**src/rtl/stepper_step_ctrl.sv**
```systemverilog
// -----------------------------------------------------------------------------
// stepper_step_ctrl
// Drives a 4-phase stepper through 45-degree segments until the position error
// supplied by the upstream angle-position FSM reaches zero. Owns the registered
// physical shaft position that feeds back to that FSM; because it is registered
// here the feedback path has no combinational loop.
//
// Ports:
//   clk          in   system clock, rising edge
//   reset        in   asynchronous active-low reset
//   enable       in   permits starting new segments
//   pos_error    in   desired minus physical position, modulo 2**POS_WIDTH
//   physical_pos out  registered current shaft position
//   coil         out  one-hot coil drive (always energised)
//   step_pulse   out  one-cycle pulse per motor step
//   dir          out  1 = CW, 0 = CCW, latched per segment
//   busy         out  high while a segment is in progress
//   at_target    out  IDLE and pos_error == 0 (combinational)
// -----------------------------------------------------------------------------
module stepper_step_ctrl #(
  parameter int POS_WIDTH     = 3,
  parameter int STEPS_PER_POS = 8,
  parameter int STEP_DIV      = 1000,
  parameter int CNT_WIDTH     = 16
) (
  input  logic                 clk,
  input  logic                 reset,
  input  logic                 enable,
  input  logic [POS_WIDTH-1:0] pos_error,
  output logic [POS_WIDTH-1:0] physical_pos,
  output logic [3:0]           coil,
  output logic                 step_pulse,
  output logic                 dir,
  output logic                 busy,
  output logic                 at_target
);

  typedef enum logic [1:0] {
    ST_IDLE  = 2'd0,
    ST_RUN   = 2'd1,
    ST_CHECK = 2'd2
  } state_e;

  localparam logic [CNT_WIDTH-1:0] DIV_LAST  = CNT_WIDTH'(STEP_DIV - 1);
  localparam logic [CNT_WIDTH-1:0] STEP_LAST = CNT_WIDTH'(STEPS_PER_POS - 1);
  localparam logic [CNT_WIDTH-1:0] CNT_ZERO  = {CNT_WIDTH{1'b0}};
  localparam logic [CNT_WIDTH-1:0] CNT_ONE   = {{(CNT_WIDTH-1){1'b0}}, 1'b1};
  localparam logic [POS_WIDTH-1:0] POS_ZERO  = {POS_WIDTH{1'b0}};
  localparam logic [POS_WIDTH-1:0] POS_ONE   = {{(POS_WIDTH-1){1'b0}}, 1'b1};
  // Half a revolution; an error of exactly half a turn is resolved as CW.
  localparam logic [POS_WIDTH-1:0] POS_HALF  = {1'b1, {(POS_WIDTH-1){1'b0}}};

  // Phase index to one-hot coil pattern.
  function automatic logic [3:0] coil_of(input logic [1:0] ph);
    logic [3:0] c;
    case (ph)
      2'd0:    c = 4'b0001;
      2'd1:    c = 4'b0010;
      2'd2:    c = 4'b0100;
      2'd3:    c = 4'b1000;
      default: c = 4'b0001;
    endcase
    return c;
  endfunction

  state_e                 state_q, state_d;
  logic [POS_WIDTH-1:0]   pos_q, pos_d;
  logic [1:0]             phase_q, phase_d;
  logic [3:0]             coil_q, coil_d;
  logic                   pulse_q, pulse_d;
  logic                   dir_q, dir_d;
  logic                   busy_q, busy_d;
  logic [CNT_WIDTH-1:0]   step_cnt_q, step_cnt_d;
  logic [CNT_WIDTH-1:0]   div_cnt_q, div_cnt_d;

  logic start_ok_s;
  logic err_cw_s;
  logic div_last_s;
  logic seg_last_s;

  assign start_ok_s = enable && (pos_error != POS_ZERO);
  assign err_cw_s   = (pos_error != POS_ZERO) && (pos_error <= POS_HALF);
  assign div_last_s = (div_cnt_q == DIV_LAST);
  assign seg_last_s = div_last_s && (step_cnt_q == CNT_ZERO);

  // State and datapath registers.
  always_ff @(posedge clk or negedge reset) begin
    if (!reset) begin
      state_q    <= ST_IDLE;
      pos_q      <= POS_ZERO;
      phase_q    <= 2'd0;
      coil_q     <= 4'b0001;
      pulse_q    <= 1'b0;
      dir_q      <= 1'b0;
      busy_q     <= 1'b0;
      step_cnt_q <= CNT_ZERO;
      div_cnt_q  <= CNT_ZERO;
    end else begin
      state_q    <= state_d;
      pos_q      <= pos_d;
      phase_q    <= phase_d;
      coil_q     <= coil_d;
      pulse_q    <= pulse_d;
      dir_q      <= dir_d;
      busy_q     <= busy_d;
      step_cnt_q <= step_cnt_d;
      div_cnt_q  <= div_cnt_d;
    end
  end

  // Next-state selection.
  always_comb begin
    state_d = state_q;
    case (state_q)
      ST_IDLE: begin
        if (start_ok_s) state_d = ST_RUN;
        else            state_d = ST_IDLE;
      end
      ST_RUN: begin
        // A segment always runs to completion; enable and error are ignored here.
        if (seg_last_s) state_d = ST_CHECK;
        else            state_d = ST_RUN;
      end
      ST_CHECK: begin
        if (start_ok_s) state_d = ST_RUN;
        else            state_d = ST_IDLE;
      end
      default: state_d = ST_IDLE;
    endcase
  end

  // Datapath and output next values.
  always_comb begin
    pos_d      = pos_q;
    phase_d    = phase_q;
    dir_d      = dir_q;
    step_cnt_d = step_cnt_q;
    div_cnt_d  = div_cnt_q;
    pulse_d    = 1'b0;
    case (state_q)
      ST_IDLE, ST_CHECK: begin
        if (start_ok_s) begin
          dir_d      = err_cw_s;
          step_cnt_d = STEP_LAST;
          div_cnt_d  = CNT_ZERO;
        end else begin
          dir_d      = dir_q;
        end
      end
      ST_RUN: begin
        if (div_last_s) begin
          div_cnt_d = CNT_ZERO;
          pulse_d   = 1'b1;
          if (dir_q) phase_d = phase_q + 2'd1;
          else       phase_d = phase_q - 2'd1;
          // Final motor step of the segment also moves the shaft one position.
          if (step_cnt_q == CNT_ZERO) begin
            if (dir_q) pos_d = pos_q + POS_ONE;
            else       pos_d = pos_q - POS_ONE;
          end else begin
            step_cnt_d = step_cnt_q - CNT_ONE;
          end
        end else begin
          div_cnt_d = div_cnt_q + CNT_ONE;
        end
      end
      default: begin
        pos_d = pos_q;
      end
    endcase
    coil_d = coil_of(phase_d);
    busy_d = (state_d != ST_IDLE);
  end

  assign physical_pos = pos_q;
  assign coil         = coil_q;
  assign step_pulse   = pulse_q;
  assign dir          = dir_q;
  assign busy         = busy_q;
  assign at_target    = (state_q == ST_IDLE) && (pos_error == POS_ZERO);

endmodule

```
**config.mk**
```make
export PLATFORM = sky130hd
export DESIGN_NAME = stepper_step_ctrl
export DESIGN_NICKNAME = d
export VERILOG_FILES = /design/src/rtl/stepper_step_ctrl.sv
export SDC_FILE = /design/constraint.sdc
export NUM_CORES = 1
export LEC_CHECK = 0
export CORE_UTILIZATION = 52
export DETAILED_ROUTE_END_ITERATION = 8
export PLACE_DENSITY = 0.83
export SLEW_MARGIN = 20
export SYNTH_ARGS = -nofsm -noshare
export SYNTH_HDL_FRONTEND = slang
export SYNTH_SLANG_ARGS = --single-unit
```
**constraint.sdc**
```tcl
create_clock -name clk -period 2.4 [get_ports clk]
set_input_delay 0.36 -clock clk [delete_from_list [all_inputs] [get_ports clk]]
set_output_delay 0.36 -clock clk [all_outputs]
set_load 0.1 [all_outputs]
```
Word level (Yosys, flattened, before mapping). Index checks and enable logic that the tools add are counted.

Eq/ne operators: 9. Order comparisons: 1. Multipliers: 0. Reduce and logical (&&, ||, !) cells: 16. Add/sub/neg operators: 6. Divide/modulo/power cells: 0. Shifts and indexed selects: 0. Bitwise logic cells: 0. Mux-type cells: 17.

Operators with widths (count): $mux W16 (5); $pmux W16 S2 (2); $add A16 B1 Y16 const B (1); $eq A16 B10 Y1 const B (1); $logic_not A16 Y1 (1); $pmux W4 S4 (1); $sub A16 B1 Y16 const B (1); $mux W2 (4); $eq A2 B2 Y1 const B (3); $eq A2 B1 Y1 const B (2); $logic_and A1 B1 Y1 (4); $logic_not A2 Y1 (2); $ne A2 B2 Y1 const B (2); $pmux W2 S2 (1); $reduce_and A2 Y1 (2); $reduce_and A4 Y1 (1); $reduce_bool A2 Y1 (2); $add A3 B1 Y3 const B (1); $le A3 B3 Y1 const B (1); $logic_not A3 Y1 (1); $mux W1 (3); $mux W3 (1); $reduce_and A3 Y1 (1); $reduce_bool A3 Y1 (1); other kinds (5) (5).

Bits in read-only memories: 0. Register bits after elaboration: 46. Bits in writable memories: 0. Memories: 0. Latch bits: 0. Input port bits: 6.

Logic depth before layout (Yosys ltp).
Depth in word-level cells: 6. Mapped depth: 8.

Worst setup path before layout. Ideal clock, no wire load.

Kind: in2out. From: in pos_error[1]. To: out at_target. Setup slack: -0.776 ns. Stages: 3. Data required time: 2.040 ns. Arrival: 2.816 ns. Path buffers: 0. Cell sequence: nor2_1 ha_1 nor3b_1.

Longest elaborated chain between the ends: 2.

RTL lines: start, declared (RTL line 29) `input logic [POS_WIDTH-1:0] pos_error,`; $logic_not A3 Y1 (RTL line 180) `assign at_target = (state_q == ST_IDLE) && (pos_error == POS_ZERO);`; $logic_and A1 B1 Y1 (RTL line 180); end, declared (RTL line 35) `output logic at_target`.

No other way between the ends.

Worst setup path in the final report.
From: reg div_cnt_q[0]. To: reg step_cnt_q[14].

Longest elaborated chain between the ends: 3.

RTL lines: start, declared (RTL line 74) `logic [CNT_WIDTH-1:0] div_cnt_q, div_cnt_d;`; start signal, assigned (RTL line 107) `div_cnt_q <= div_cnt_d;`; $eq A16 B10 Y1 (RTL line 83) `assign div_last_s = (div_cnt_q == DIV_LAST);`; $ne A2 B2 Y1 (no source line); $reduce_and A4 Y1 (no source line); end signal, assigned (RTL line 106) `step_cnt_q <= step_cnt_d;`; end, declared (RTL line 73) `logic [CNT_WIDTH-1:0] step_cnt_q, step_cnt_d;`.

No other way between the ends. A chain may end at the register's enable or synchronous reset.

==> flow_metrics.env <==
export IMPL_status="finished clean"
export IMPL_fin_crit_sh_pct=95.4
export IMPL_maxSlewHeadroom_pct=57.9
export IMPL_io_buffers=16
export IMPL_rows=24
export IMPL_final_cells=345
export IMPL_ys_seq_area_share_pct=47.7
export IMPL_async_flop_share_pct=100
export IMPL_crit_chain="ha_1 -> or4b_4 -> nor4_4 -> buf_4 -> o21bai_4 -> or4_1 -> a21oi_1"
export IMPL_synth_nets=261
export IMPL_max_clock_freq_ghz=0.437
export IMPL_cp_required_ns=2.63
export IMPL_met3_usage_pct=4.62
export IMPL_clock_latency_ns=0.30
export IMPL_final_setup_viol_count=0
export IMPL_grt_max_degree=18
export IMPL_crit_path_end_kind="flop"
export IMPL_hold_viol_final=0
export IMPL_p_clk_share_pct=40.6
export IMPL_cts_sinks=46
export IMPL_core_um2=4410
export IMPL_swShare_pct=21.7
export IMPL_ys_types=46
export IMPL_final_common_cell="dfrtp_1"
export IMPL_gr_usage_all_layers_pct=23.6
export IMPL_ys_ff_latch=46
export IMPL_grt_pass1_vias=1952
export IMPL_avgSynthCellArea_um2=9.63
export IMPL_gr_usage_met1_pct=33.2
export IMPL_final_cell_mix="45 x dfrtp_1, 37 x buf_4, 20 x nand2_1"
export IMPL_place_congestion=0.916
export IMPL_post_drt_wl_per_cell_um=14.8
export IMPL_dr_first_iter_drc_count=144
export IMPL_min_path_type="reg2reg"
export IMPL_io_pins=17
export IMPL_p_sw_uw=308
export IMPL_worstReg2RegEnd="step_cnt_q[14]$_DFFE_PN0P_"
export IMPL_antenna_left=0
export IMPL_rsz0062_at_grt="no"
export IMPL_dieHeight_um=70.2
export IMPL_start_util_pct=54.7
export IMPL_seqCellArea_um2=1150
export IMPL_crit_end="step_cnt_q[14]$_DFFE_PN0P_"
export IMPL_path_max_fanout=10
export IMPL_cts_buffers=5
export IMPL_area_growth_pct=21.2
export IMPL_yosys_warnings=0
export IMPL_final_cell_area_um2=2930
export IMPL_synth_main_ff_cell="dfrtp_1"
export IMPL_synth_edff_count=0
export IMPL_finalCriticalPeriod_ns=2.29
export IMPL_worstSetupStartpointType="flop"
export IMPL_r2r_start="div_cnt_q[0]$_DFFE_PN0P_"
export IMPL_hpwl_um=3680
export IMPL_met2_usage_pct=36.1
export IMPL_skew_ns=0.00936
export IMPL_arrival_ns=2.52
export IMPL_vdd_ir_drop_max_mv=0.325
export IMPL_path_clk_slew_ns=0.09
export IMPL_tritoncts="done"
export IMPL_r2r_slack_ns=0.11
export IMPL_fill_cells=340
export IMPL_vias_per_cell=6.02
export IMPL_dp_cells=335
export IMPL_cap_violations=0
export IMPL_first_pass_iters=4
export IMPL_drv_slew=0
export IMPL_placed_area_um2=2780
export IMPL_die_area_um2=4920
export IMPL_power_frac_seq_pct=55.6
export IMPL_worst_slew_pin_slew_ns=0.626
export IMPL_nets=302
export IMPL_drive_above_1_share_pct=20.5
export IMPL_multiInputGateArea_um2=1200
export IMPL_antenna_found_initial=0
export IMPL_worstSetupPathType="reg2reg"
export IMPL_syn_inst=251
export IMPL_p_int_mw=1.11
export IMPL_grt_busiest_layer="met2"
export IMPL_dr_total_vias=2076
export IMPL_insertedDiodeCount=0
export IMPL_die_w_um=70.2
export IMPL_cp_startpoint="div_cnt_q[0]$_DFFE_PN0P_"
export IMPL_overflow=0
export IMPL_fin_setup_tns_ns=0
export IMPL_h_tree_depth=2
export IMPL_leakage_nw=1.22
export IMPL_reg2reg_depth=7
export IMPL_drcViolationCount=0
export IMPL_holdWs_ns=0.482
export IMPL_grt_pass1_wl_um=9200
export IMPL_routed_wl_um=5110
export IMPL_slowest_stage="or4_1"
export IMPL_critPathMaxStageDelay_ns=0.50
export IMPL_p_per_area_nw_per_um2=485
export IMPL_clock_path_buffers=2
export IMPL_combPwrFrac_pct=3.8
export IMPL_min_path_cells=1
export IMPL_cts_root_buf="clkbuf_8"
export IMPL_synth_cell_area_um2=2420
[registers in the layout, summed over array words and instances, names as in the netlist]
name / cells
physical_pos: 3
dir: 1
busy: 1
state_q: 2
step_pulse: 1
phase_q: 2
coil: 4
step_cnt_q: 16
div_cnt_q: 16
[power groups by stage]
stage	clock network [mW]	registers, mW	logic, mW
6_report	0.576	0.789	0.0541
5_1_grt	0.628	0.791	0.0622
4_1_cts	0.586	0.789	0.0554
3_5_place_dp	0	0.805	0.0539
3_3_place_gp	0	0.804	0.0526
2_1_floorplan	0	0.813	0.0133
[routing by layer]
metal	wire length, um	share of wire [%]	vias to the layer above
met5	0	0	-
met4	61	1.2	0
met3	148	2.9	7
met2	2430	48	30
met1	2460	48	1019
li1	-	-	1020
[stage by stage]
| step | power, mW | worst slack, ns | util [%] |
|---|---|---|---|
| after floorplan | 0.827 | 0.100 | - |
| after global placement | 0.857 | 0.133 | 63.0 |
| after detailed placement | 0.859 | 0.00583 | 63.0 |
| after CTS | 1.43 | 0.00957 | 65.8 |
| after global routing | 1.48 | 0.00890 | 66.3 |
| final | 1.42 | 0.111 | 66.3 |
[cell type report]
type | count | share of cell area, %
flip-flops and latches | 46 | 39.4
multi-input cells | 184 | 41.1
repair buffers | 44 | 12.1
clock inverters | 3 | 1.50
inverters | 11 | 1.41
well taps | 52 | 2.22
clock buffers | 5 | 2.35
[how the worst min path moves through the flow]
stage,startpoint,endpoint,slack [ns]
after floorplan,reset,busy$_DFF_PN0_,0.06
after global placement,reset,div_cnt_q[13]$_DFFE_PN0P_,0.29
after detailed placement,reset,div_cnt_q[11]$_DFFE_PN0P_,0.29
after CTS,physical_pos[2]$_DFFE_PN0P_,physical_pos[2]$_DFFE_PN0P_,0.49
after global routing,step_cnt_q[15]$_DFFE_PN0P_,state_q[1]$_DFF_PN0_,0.51
final,physical_pos[2]$_DFFE_PN0P_,physical_pos[2]$_DFFE_PN0P_,0.48
[cell usage after synthesis, types with 2 or more instances]
master	number	area, um^2
dfrtp_1	45	1130
nand2_1	20	75.1
o21ai_0	19	95.1
a21oi_1	17	85.1
nor2_1	15	56.3
nand3_1	12	60.1
inv_1	11	41.3
clkbuf_1	9	33.8
nand4_1	8	50.1
o31ai_1	8	60.1
or3_1	8	50.1
xor2_1	8	70.1
nor3_1	6	30.0
or4_1	6	45.0
a31oi_1	4	25.0
nor4_1	4	25.0
o41ai_1	4	35.0
or4b_1	4	40.0
a21o_1	3	22.5
and2_1	3	18.8
ha_1	3	37.5
mux2_2	3	33.8
nor3b_1	3	22.5
o311ai_0	3	26.3
mux2i_1	2	20.0
nand2b_1	2	12.5
nand3b_1	2	15.0
[cells by family (layout without fill, tap and decap cells)]
kind of cell | count (synthesis) | count (layout) | synth area share (%)
AOI/OAI and AO/OA | 63 | 63 | 16.3
xor gates and xnor gates | 9 | 9 | 3.26
adders and majority gates | 4 | 4 | 2.38
buffers and inverters | 21 | 63 | 3.31
DFF | 46 | 46 | 47.7
muxes | 5 | 5 | 2.23
and+or+nand+nor | 103 | 103 | 24.8
[what timing repair did]
item	4_1_cts	5_1_grt
hold buffers	1	0
gates resized for setup	0	3
setup endpoints to repair	0	9
setup buffers	0	1
endpoints found under the hold margin	14	0
[critical path: cells and delay by family, from the launching register on]
| family | cells | cell delay [ns] |
|---|---|---|
| AOI/OAI and AO/OA | 2 | 0.28 |
| buffers and inverters | 1 | 0.19 |
| adders and majority gates | 1 | 0.17 |
| and+or+nand+nor | 3 | 1.23 |
| DFF | 1 | 0.35 |
No activity file was read; power rests on OpenSTA's default activity.
